[src/rtl/exu_wb_arbiter.sv]
// Write-back collector: merges ALU/MUL/DIV/LSU results onto the single register-file write port.
// Collisions are parked in one pending slot per source, and wb_stall holds off decode while any slot is full.
module exu_wb_arbiter #(
  parameter int unsigned XLEN                = 32,
  parameter int unsigned REG_FILE_ADDR_WIDTH = 5
) (
  input  logic                           clk,
  input  logic                           rstn,
  input  logic                           alu_wb_valid,
  input  logic [REG_FILE_ADDR_WIDTH-1:0] alu_wb_rd_addr,
  input  logic [XLEN-1:0]                alu_wb_data,
  input  logic                           mul_wb_valid,
  input  logic [REG_FILE_ADDR_WIDTH-1:0] mul_wb_rd_addr,
  input  logic [XLEN-1:0]                mul_wb_data,
  input  logic                           div_wb_valid,
  input  logic [REG_FILE_ADDR_WIDTH-1:0] div_wb_rd_addr,
  input  logic [XLEN-1:0]                div_wb_data,
  input  logic                           lsu_wb_valid,
  input  logic [REG_FILE_ADDR_WIDTH-1:0] lsu_wb_rd_addr,
  input  logic [XLEN-1:0]                lsu_wb_data,
  output logic [XLEN-1:0]                exu_wb_data,
  output logic [REG_FILE_ADDR_WIDTH-1:0] exu_wb_rd_addr,
  output logic                           exu_wb_rd_wr_en,
  output logic                           wb_stall,
  output logic                           wb_overflow
);

  localparam int unsigned NSRC = 4;
  localparam int unsigned AW   = REG_FILE_ADDR_WIDTH;

  // Source index doubles as priority: 3 = LSU (highest) down to 0 = ALU.
  logic [NSRC-1:0]           in_v;
  logic [NSRC-1:0][AW-1:0]   in_a;
  logic [NSRC-1:0][XLEN-1:0] in_d;
  logic [NSRC-1:0]           live_v;

  assign in_v = {lsu_wb_valid, div_wb_valid, mul_wb_valid, alu_wb_valid};
  assign in_a = {lsu_wb_rd_addr, div_wb_rd_addr, mul_wb_rd_addr, alu_wb_rd_addr};
  assign in_d = {lsu_wb_data, div_wb_data, mul_wb_data, alu_wb_data};

  logic [NSRC-1:0]           pend_v_q, pend_v_d;
  logic [NSRC-1:0][AW-1:0]   pend_a_q, pend_a_d;
  logic [NSRC-1:0][XLEN-1:0] pend_d_q, pend_d_d;
  logic [XLEN-1:0]           wb_data_q, wb_data_d;
  logic [AW-1:0]             wb_addr_q, wb_addr_d;
  logic                      wb_en_q, wb_en_d;
  logic                      stall_q, stall_d;
  logic                      ovf_q, ovf_d;

  logic [NSRC-1:0] cand_v;
  logic            gnt_any;
  logic [1:0]      gnt_idx;
  logic            granted;

  // Grant, output-register and pending-slot next state.
  always_comb begin
    pend_v_d  = pend_v_q;
    pend_a_d  = pend_a_q;
    pend_d_d  = pend_d_q;
    wb_data_d = wb_data_q;
    wb_addr_d = wb_addr_q;
    wb_en_d   = 1'b0;
    ovf_d     = ovf_q;
    gnt_any   = 1'b0;
    gnt_idx   = 2'd0;
    granted   = 1'b0;

    // Writes to x0 are architecturally void, so they never enter arbitration.
    for (int unsigned s = 0; s < NSRC; s++) begin
      live_v[s] = in_v[s] && (in_a[s] != '0);
    end
    cand_v = pend_v_q | live_v;

    for (int unsigned s = 0; s < NSRC; s++) begin
      if (cand_v[s]) begin
        gnt_any = 1'b1;
        gnt_idx = 2'(s);
      end
    end

    if (gnt_any) begin
      wb_en_d   = 1'b1;
      wb_data_d = pend_v_q[gnt_idx] ? pend_d_q[gnt_idx] : in_d[gnt_idx];
      wb_addr_d = pend_v_q[gnt_idx] ? pend_a_q[gnt_idx] : in_a[gnt_idx];
    end

    for (int unsigned s = 0; s < NSRC; s++) begin
      granted = gnt_any && (gnt_idx == 2'(s));
      if (granted) begin
        if (pend_v_q[s]) begin
          pend_v_d[s] = live_v[s];
          if (live_v[s]) begin
            pend_a_d[s] = in_a[s];
            pend_d_d[s] = in_d[s];
          end
        end
      end else if (live_v[s]) begin
        // A full slot keeps the older result; the newer one is lost.
        if (pend_v_q[s]) begin
          ovf_d = 1'b1;
        end else begin
          pend_v_d[s] = 1'b1;
          pend_a_d[s] = in_a[s];
          pend_d_d[s] = in_d[s];
        end
      end
    end

    stall_d = |pend_v_d;
  end

  always_ff @(posedge clk or negedge rstn) begin
    if (!rstn) begin
      pend_v_q  <= '0;
      pend_a_q  <= '0;
      pend_d_q  <= '0;
      wb_data_q <= '0;
      wb_addr_q <= '0;
      wb_en_q   <= 1'b0;
      stall_q   <= 1'b0;
      ovf_q     <= 1'b0;
    end else begin
      pend_v_q  <= pend_v_d;
      pend_a_q  <= pend_a_d;
      pend_d_q  <= pend_d_d;
      wb_data_q <= wb_data_d;
      wb_addr_q <= wb_addr_d;
      wb_en_q   <= wb_en_d;
      stall_q   <= stall_d;
      ovf_q     <= ovf_d;
    end
  end

  assign exu_wb_data     = wb_data_q;
  assign exu_wb_rd_addr  = wb_addr_q;
  assign exu_wb_rd_wr_en = wb_en_q;
  assign wb_stall        = stall_q;
  assign wb_overflow     = ovf_q;

endmodule

[config.mk]
export PLATFORM = sky130hd
export DESIGN_NAME = exu_wb_arbiter
export DESIGN_NICKNAME = d
export VERILOG_FILES = /design/src/rtl/exu_wb_arbiter.sv
export SDC_FILE = /design/constraint.sdc
export NUM_CORES = 1
export LEC_CHECK = 0
export ABC_AREA = 0
export BUFFER_PORTS_ARGS = -buffer_cell sky130_fd_sc_hd__buf_2
export CAP_MARGIN = 10
export CORE_MARGIN = 10
export CORE_UTILIZATION = 40
export CTS_BUF_LIST = sky130_fd_sc_hd__clkbuf_4
export CTS_CLUSTER_DIAMETER = 100
export DETAILED_ROUTE_END_ITERATION = 10
export MAX_ROUTING_LAYER = met4
export PLACE_DENSITY = 0.7
export SLEW_MARGIN = 20
export SYNTH_ARGS = -nofsm -noshare
export SYNTH_HDL_FRONTEND = slang
export SYNTH_SLANG_ARGS = --single-unit
[constraint.sdc]
create_clock -name clk -period 3.9 [get_ports clk]
set_input_delay 0.195 -clock clk [delete_from_list [all_inputs] [get_ports clk]]
set_output_delay 0.195 -clock clk [all_outputs]
set_load 0.02 [all_outputs]
Word-level counts from Yosys, hierarchy flattened
Cells that the tools add are included.
Widths: inputs -> output; s select.
{"block": "word_totals", "elab_cells": 137, "inputBits": 154, "reg_bits": 192}
{"block": "classes", "reduce_logical": 22, "bitwise_logic": 1, "n_mux": 84, "order_cmp": 1, "n_eq_ne": 15}
{"op": "$mux 32", "count": 23}
{"op": "$bmux 32 s2", "count": 2}
{"op": "$mux 5", "count": 23}
{"op": "$mux 1", "count": 31}
{"op": "$bmux 5 s2", "count": 2}
{"op": "$reduce_bool 5->1", "count": 4}
{"op": "$ne 2x2->1 const B", "count": 8}
{"op": "$reduce_and 4->1", "count": 4}
{"op": "$logic_and 1x1->1", "count": 8}
{"op": "$ne 2x1->1 const B", "count": 4}
{"op": "$reduce_bool 2->1", "count": 4}
{"op": "$eq 2x2->1 const B", "count": 2}
{"op": "$mux 2", "count": 2}
{"op": "$or 4x4->4", "count": 1}
{"op": "$reduce_or 4->1", "count": 1}
{"op": "$lt 2x3->1 const B", "count": 1}
{"op": "$bmux 1 s2", "count": 1}
{"op": "$eq 2x1->1 const B", "count": 1}
{"op": "$logic_not 2->1", "count": 1}

Depth between registers and ports, before layout
Gate-level depths: netlist of run 1.
{"block": "depth", "word_depth": 18, "ltp_mapped": 10}

Worst setup path before layout of run 1
No wires, ideal clock.
{"block": "synth_timing", "kind": "flip-flop to flip-flop", "startpoint": "register pend_v_q[3]", "endpoint": "register pend_a_q[5] in the netlist's numbering", "setup_slack_ns": 1.506, "setup_time_ns": 0.125, "t_arrival_ns": 2.270, "n_path_buf": 2, "period_less_slack_ns": 2.394, "stages_incl_launch_ff": 9, "path_cell_list": "dfrtp_1 > or4_1 > o21a_1 > clkbuf_1 > nor2_2 > xnor2_1 > nand2_2 > buf_4 > mux2_2"}
{"block": "synth_between", "elab_chain_len": 6, "elab_cells_between_ends": 10}
{"item": "start, declared", "line_no": "41", "text": "logic [NSRC-1:0] pend_v_q, pend_v_d;"}
{"item": "start signal, assigned", "line_no": "123", "text": "pend_v_q <= pend_v_d;"}
{"item": "$or 4x4->4 (*)", "line_no": "72", "text": "cand_v = pend_v_q | live_v;"}
{"item": "$mux 2", "line_no": "75", "text": "if (cand_v[s]) begin"}
{"item": "$eq 2x1->1", "line_no": "88", "text": "granted = gnt_any && (gnt_idx == 2'(s));"}
{"item": "$logic_and 1x1->1 (*)", "line_no": "88"}
{"item": "$ne 2x1->1 (no source line) (tied with other cells)"}
{"item": "$reduce_and 4->1 (no source line)"}
{"item": "end signal, assigned", "line_no": "124", "text": "pend_a_q <= pend_a_d;"}
{"item": "end, declared", "line_no": "42", "text": "logic [NSRC-1:0][AW-1:0] pend_a_q, pend_a_d;"}
Every way passes the cells marked *; elsewhere a longest branch is shown, timed or not.
A chain may end at the register's enable or synchronous reset.

Final worst setup path of run 1
{"block": "layout_timing", "startpoint": "register pend_v_q[3]", "endpoint": "register wb_data_q[18], in the netlist exu_wb_data[18]"}
{"block": "layout_between", "elab_chain_len": 5, "elab_cells_between_ends": 10}
{"item": "$or 4x4->4", "line_no": "72"}
{"item": "$mux 2", "line_no": "75"}
{"item": "$bmux 32 s2 / $bmux 1 s2 (equally long branches)", "line_no": "83", "text": "wb_data_d = pend_v_q[gnt_idx] ? pend_d_q[gnt_idx] : in_d[gnt_idx];"}
{"item": "$mux 32 (not written as such) / $mux 1 (equally long branches)", "line_no": "83"}
{"item": "$mux 32", "line_no": "83"}
{"item": "end signal, assigned", "line_no": "126", "text": "wb_data_q <= wb_data_d;"}
{"item": "end, declared", "line_no": "44", "text": "logic [XLEN-1:0] wb_data_q, wb_data_d;"}
Parallel ways exist; a longest one is shown, timed or not. The select of a mux whose other input is x is not followed.

==> flow_summary.yaml, run 1 <==
drt:
  drcViolationCount: 0
  postRouteAntennaNets: 0
  firstDrtPassIters: 5
  wl_um: 32000
  vias: 8833
  wl_per_cell_um: 19.6
  viasPerCell: 5.41
  drt-initial-drc-count: 855
worst_setup_path:
  worstPathCellList: "or4_1 -> o21a_4 -> a2111oi_2 -> or2_2 -> buf_4 -> a211oi_1 -> o31ai_1"
  cp-startpoint: "pend_v_q[3]$_DFF_PN0_"
  worst_r2r_endpoint: "exu_wb_data[18]$_DFFE_PN0P_"
  cp.depth: 7
  slowest_delay_ns: 0.61
  cp_slowest_cell: "or4_1"
  worstPathArrival_ns: 3.60
  cp_top_family: "compound AO/OA/AOI/OAI gates"
  crit_path_end_kind: "flop"
  path_buf_inv: 1
  reg2regPathDepth: 7
  required_ns: 4.36
  r2r_slack_ns: 0.75
  criticalPathCategory: "flop to flop"
  cp-start-kind: "flop"
  r2r-start: "pend_v_q[3]$_DFF_PN0_"
  path_max_fanout: 28
global_routing:
  grt_pass1_vias: 9326
  grt_first_pass_wirelength_um: 50900
  grt_max_degree: 83
  grt_use_total: 0.210
  grt-ovfl-total: 0
  antenna_found_initial: 5
clock_tree:
  h-tree-depth: 4
  cts_buffers: 17
  cts.sink_count: 192
  clock_latency_ns: 0.57
  ctsHoldBuffers: 151
  cts_resized: 0
  cts.reportedPaths.clkPinSlew_ns: 0.16
  root_buffer: "clkbuf_4"
  postCtsSetupBuffers: 0
  clockBufferDepth: 2
  cts_tree: "yes"
placement:
  hpwl_um: 21300
  dpl_cell_area_um2: 11200
  place.gp.congestion: 0.869
  io_buffers: 193
min_path:
  holdCritPathClass: "primary input to flop"
  min_path_cells: 4
  min-delay-start: "mul_wb_valid"
  hold_end: "pend_v_q[1]$_DFF_PN0_"
synth:
  ys_ff_latch: 192
  synth_fp_nets: 1133
  synth_top_family_by_area: "multiplexers"
  synth_top_cell_by_area: "dfrtp_1"
  synthCells: 979
  yosysWarnings: 0
  yosys.area_share.adder: 0
  synth_ff_type: "dfrtp_1"
  synth_edf_count: 0
  ys_types: 42
  synth_compound_area_frac: 0.177
  synthArstFlopShare: 1.00
  synth_area_um2: 9840
  synth_top_area_share: 0.488
  yosys.area_share.simple: 0.114
  seq_area_frac_synth: 0.488
  avgSynthCellArea_um2: 10.1
  synth_area_leaders: "dfrtp_1, mux2_2, nand2_1, a21oi_1, mux2_4"
  synthMuxAreaShare: 0.181
  synthXorXnorAreaFrac: 0.00178
run:
  maxCapViolations: 0
finish:
  multi_input_area_um2: 4720
  drive_gt1_frac: 0.325
  post-route-util: 0.535
  area_growth_pct: 31.9
  final-seq-area_um2: 4800
  final_area_um2: 13000
  fillCellCount: 2123
  finalNetCount: 1441
timing:
  hold_violations: 0
  tightestPinTransition_ns: 0.886
  final_max_slew_viol_count: 0
  min_period_ns: 3.15
  post-route-period-util: 0.807
  worst_hold_slack_ns: 0.107
  setup_viol: 0
  slew_headroom: 0.408
  rsz0062_at_grt: "no"
  clock.fmax_mhz: 318
  tns_ns: 0
  finalClockSkew_ns: 0.0349
floorplan:
  start_util: 0.406
  fp.dieH_um: 177
  die_area_um2: 31300
  coreArea_um2: 24200
  ios: 194
  fp.dieW_um: 177
  fp-row-count: 57
pwr:
  power.clock.fraction: 0.205
  p_comb_frac: 0.286
  ir_drop_v: 0.000214
  sw_frac_of_total: 0.320
  seqPwrFrac: 0.510
  power.switching_uw: 1740
  powerDensity_nw_per_um2: 418
  p_int_uw: 3690
  p_leak_uw: 0.00570
status:
  run_status: "completed"
[cells in the mapped netlist, drive strengths merged (5+ instances only)]
| library cell | number |
|---|---|
| mux2 | 148 |
| buf | 31 |
| clkbuf | 47 |
| nand3 | 32 |
| o21ai | 80 |
| or2 | 6 |
| a211oi | 36 |
| o31ai | 37 |
| o21a | 5 |
| or4 | 6 |
| a21oi | 111 |
| nor2 | 8 |
| nand2 | 208 |
| dfrtp | 192 |
[routing by layer]
| metal | wire, um | up-vias | GRT usage |
|---|---|---|---|
| met5 | 0 | - | - |
| met4 | 801 | 0 | 0.0802 |
| met3 | 2300 | 62 | 0.0437 |
| met2 | 15400 | 404 | 0.334 |
| met1 | 13500 | 4252 | 0.257 |
| li1 | - | 4115 | - |
[stage by stage]
step / total power, uW / worst slack, ns / cells
after detailed placement: 4220 / 0.835 / 1441
final: 5430 / 0.754 / 1633
after global placement: 4170 / 0.939 / 1441
after floorplan: 3700 / 1.51 / 979
after global routing: 5730 / 0.650 / 1629
after CTS: 5440 / 0.798 / 1624
[cell usage in the layout, fill, tap and decap left out, types with 9 or more instances in the layout]
cell	n
a211oi_1	36
a21oi_1	110
buf_2	192
buf_4	18
clkbuf_4	18
dfrtp_1	192
diode_2	9
dlygate4sd3_1	151
mux2_2	118
mux2_4	30
nand2_1	207
nand3_1	32
o21ai_0	77
o31ai_1	31
[registers in the layout, summed over array words and instances (netlist names)]
register and count:
pend_d_q 128, pend_v_q 4, exu_wb_rd_wr_en 1, exu_wb_rd_addr 5, wb_stall 1, exu_wb_data 32
wb_overflow 1, pend_a_q 20
[logic make-up after synthesis]
logic type | count (synthesis)
simple gates | 267
compound gates | 288
buf+inv | 82
xor+xnor | 2
flops | 192
mux | 148
[area by class of cell]
class | instances | area share
multi-input cells | 705 | 0.364
flip-flops and latches | 192 | 0.370
inverters | 4 | 0.00116
clock buffers | 18 | 0.0104
clock inverters | 14 | 0.0119
well taps | 324 | 0.0312
diodes | 9 | 0.00173
repair buffers | 367 | 0.210
[worst register-to-register path: stages, from the launching register on]
cell and delay [ns]:
dfrtp_1 0.44, or4_1 0.61, o21a_4 0.35, a2111oi_2 0.53
or2_2 0.43, buf_4 0.31, a211oi_1 0.09, o31ai_1 0.28
[power by group through the flow]
stage	clock network (uW)	registers [uW]	logic (uW)
finish	1110	2760	1550
global route	1220	2820	1690
CTS	1140	2750	1550
detailed placement	0	2790	1430
global placement	0	2780	1390
floorplan	0	2790	912
[worst max-delay path by stage]
stage                                     to  slack [ns]
3_5_place_dp     exu_wb_data[18]$_DFFE_PN0P_        0.84
2_1_floorplan        pend_a_q[5]$_DFFE_PN0P_        1.51
3_3_place_gp   exu_wb_rd_addr[4]$_DFFE_PN0P_        0.94
6_report         exu_wb_data[18]$_DFFE_PN0P_        0.75
5_1_grt          exu_wb_data[12]$_DFFE_PN0P_        0.65
4_1_cts          exu_wb_data[18]$_DFFE_PN0P_        0.80
Note: power is estimated with default switching activity, not from simulation.
==> run 2, diff against run 1 <==
- clock period: 3.9 -> 2.9 ns (I/O delays scaled with it)
==> run 2 against run 1 <==
Die area stayed put. Routed wire length increased by 2.0%. Largest power group unchanged. Sequential cell count unchanged. Global-route usage is 0.44 points higher. Count of clock-buffer cells in the layout up 2. Critical path depth is the same. Non-clock buffer count up 5.
==> flow_summary.yaml, run 2 (same netlist as run 1, synthesis figures left out) <==
drt:
  postRouteAntennaNets: 0
  firstDrtPassIters: 5
  drt-initial-drc-count: 875
  drcViolationCount: 0
  vias: 9046
  wl_per_cell_um: 20.0
  viasPerCell: 5.53
  wl_um: 32700
pwr:
  p_leak_uw: 0.00575
  power_uw: 7310
  ir_drop_v: 0.000229
  p_comb_frac: 0.289
  power.clock.fraction: 0.203
  powerDensity_nw_per_um2: 559
  seqPwrFrac: 0.508
  power.switching_uw: 2320
  p_int_uw: 4990
  sw_frac_of_total: 0.317
run:
  maxCapViolations: 0
placement:
  place.gp.congestion: 0.960
  hpwl_um: 21100
  placedCellCount: 1446
  io_buffers: 193
finish:
  largest_register: "pend_d_q"
  fin_cells: 1637
  final-seq-area_um2: 4800
  largest_register_ff_count: 128
  finalNetCount: 1446
  multi_input_area_um2: 4720
  post-route-util: 0.539
  drive_gt1_frac: 0.328
  area_growth_pct: 32.9
  fillCellCount: 2144
  final_common_cell: "nand2_1"
  final_cell_mix: "nand2_1, dfrtp_1, buf_2, dlygate4sd3_1, mux2_2"
timing:
  setup_viol: 0
  post-route-period-util: 0.940
  clock.fmax_mhz: 367
  tns_ns: 0
  min_period_ns: 2.72
  hold_violations: 0
  tightestPinTransition_ns: 0.679
  final_max_slew_viol_count: 0
  rsz0062_at_grt: "no"
  slew_headroom: 0.548
  finalClockSkew_ns: 0.0347
clock_tree:
  cts.sink_count: 192
  clock_latency_ns: 0.59
  ctsHoldBuffers: 150
  cts_buffers: 17
  cts.reportedPaths.clkPinSlew_ns: 0.17
  clockBufferDepth: 2
  h-tree-depth: 4
  postCtsSetupBuffers: 0
  cts_resized: 0
  cts_tree: "yes"
  root_buffer: "clkbuf_4"
worst_setup_path:
  required_ns: 3.36
  cp-startpoint: "pend_v_q[3]$_DFF_PN0_"
  cp_top_family: "compound AO/OA/AOI/OAI gates"
  criticalPathCategory: "flop to flop"
  worstPathArrival_ns: 3.18
  crit_path_end_kind: "flop"
  cp-start-kind: "flop"
  worstPathCellList: "or4_1 -> o21a_4 -> a2111oi_2 -> nor2_4 -> buf_16 -> a211oi_1 -> o31ai_1"
  path_buf_inv: 1
  path_max_fanout: 19
  r2r-start: "pend_v_q[3]$_DFF_PN0_"
  cp_slowest_cell: "or4_1"
  r2r_slack_ns: 0.18
  slowest_delay_ns: 0.62
floorplan:
  start_util: 0.406
  ios: 194
  die_area_um2: 31300
  fp.dieW_um: 177
  fp-row-count: 57
  coreArea_um2: 24200
  fp.dieH_um: 177
global_routing:
  antenna_found_initial: 7
  grt_first_pass_wirelength_um: 51900
  grt-ovfl-total: 0
  grt_pass1_vias: 9461
  grt_max_degree: 82
  grt_use_total: 0.214
min_path:
  holdCritPathClass: "primary input to flop"
  min-delay-start: "mul_wb_valid"
status:
  run_status: "completed"
## run 2: cell type report
cell class	count	area share
clock inverter	12	0.0101
clock buffer	20	0.0115
multi-input combinational	705	0.361
sequential	192	0.367
inverter	4	0.00115
antenna	8	0.00153
timing repair buffer	372	0.216
tap	324	0.0310
## run 2: worst paths after layout
path	end	cells past startpoint
hold reg to reg	wb_overflow$_DFF_PN0_	2
hold / removal	pend_v_q[1]$_DFF_PN0_	4
min in group asynchronous	pend_a_q[5]$_DFFE_PN0P_	2
setup / recovery	exu_wb_rd_addr[3]$_DFFE_PN0P_	7
setup reg to reg	exu_wb_rd_addr[3]$_DFFE_PN0P_	7
max in group asynchronous	pend_d_q[5]$_DFFE_PN0P_	3
## run 2: metal layers
layer,share of wire,up-vias,GRT usage
met2,0.48,436,0.332
li1,-,4129,-
met4,0.022,0,0.0897
met5,0,-,-
met3,0.070,56,0.0442
met1,0.43,4425,0.268
## run 2: stage by stage
stage | cell area, um2 | setup WS, ns | hold WS, ns
final | 13100 | 0.175 | 0.0544
after global routing | 13100 | 0.0372 | 0.0212
after CTS | 13000 | 0.191 | 0.00588
after detailed placement | 11200 | 0.201 | 0.244
after global placement | 11200 | 0.239 | 0.248
after floorplan | 9840 | 0.506 | -0.151
## run 2: power by group through the flow
stage | Sequential, uW | Combinational (uW) | Clock, uW
after global placement | 3720 | 1890 | 0
after global routing | 3780 | 2300 | 1630
final | 3710 | 2110 | 1480
after floorplan | 3750 | 1230 | 0
after CTS | 3700 | 2100 | 1520
after detailed placement | 3750 | 1940 | 0
## run 2: worst min-delay path: stages
cell	delay, ns
buf_2	0.12
o21a_1	0.15
a21oi_1	0.13
a21oi_1	0.06
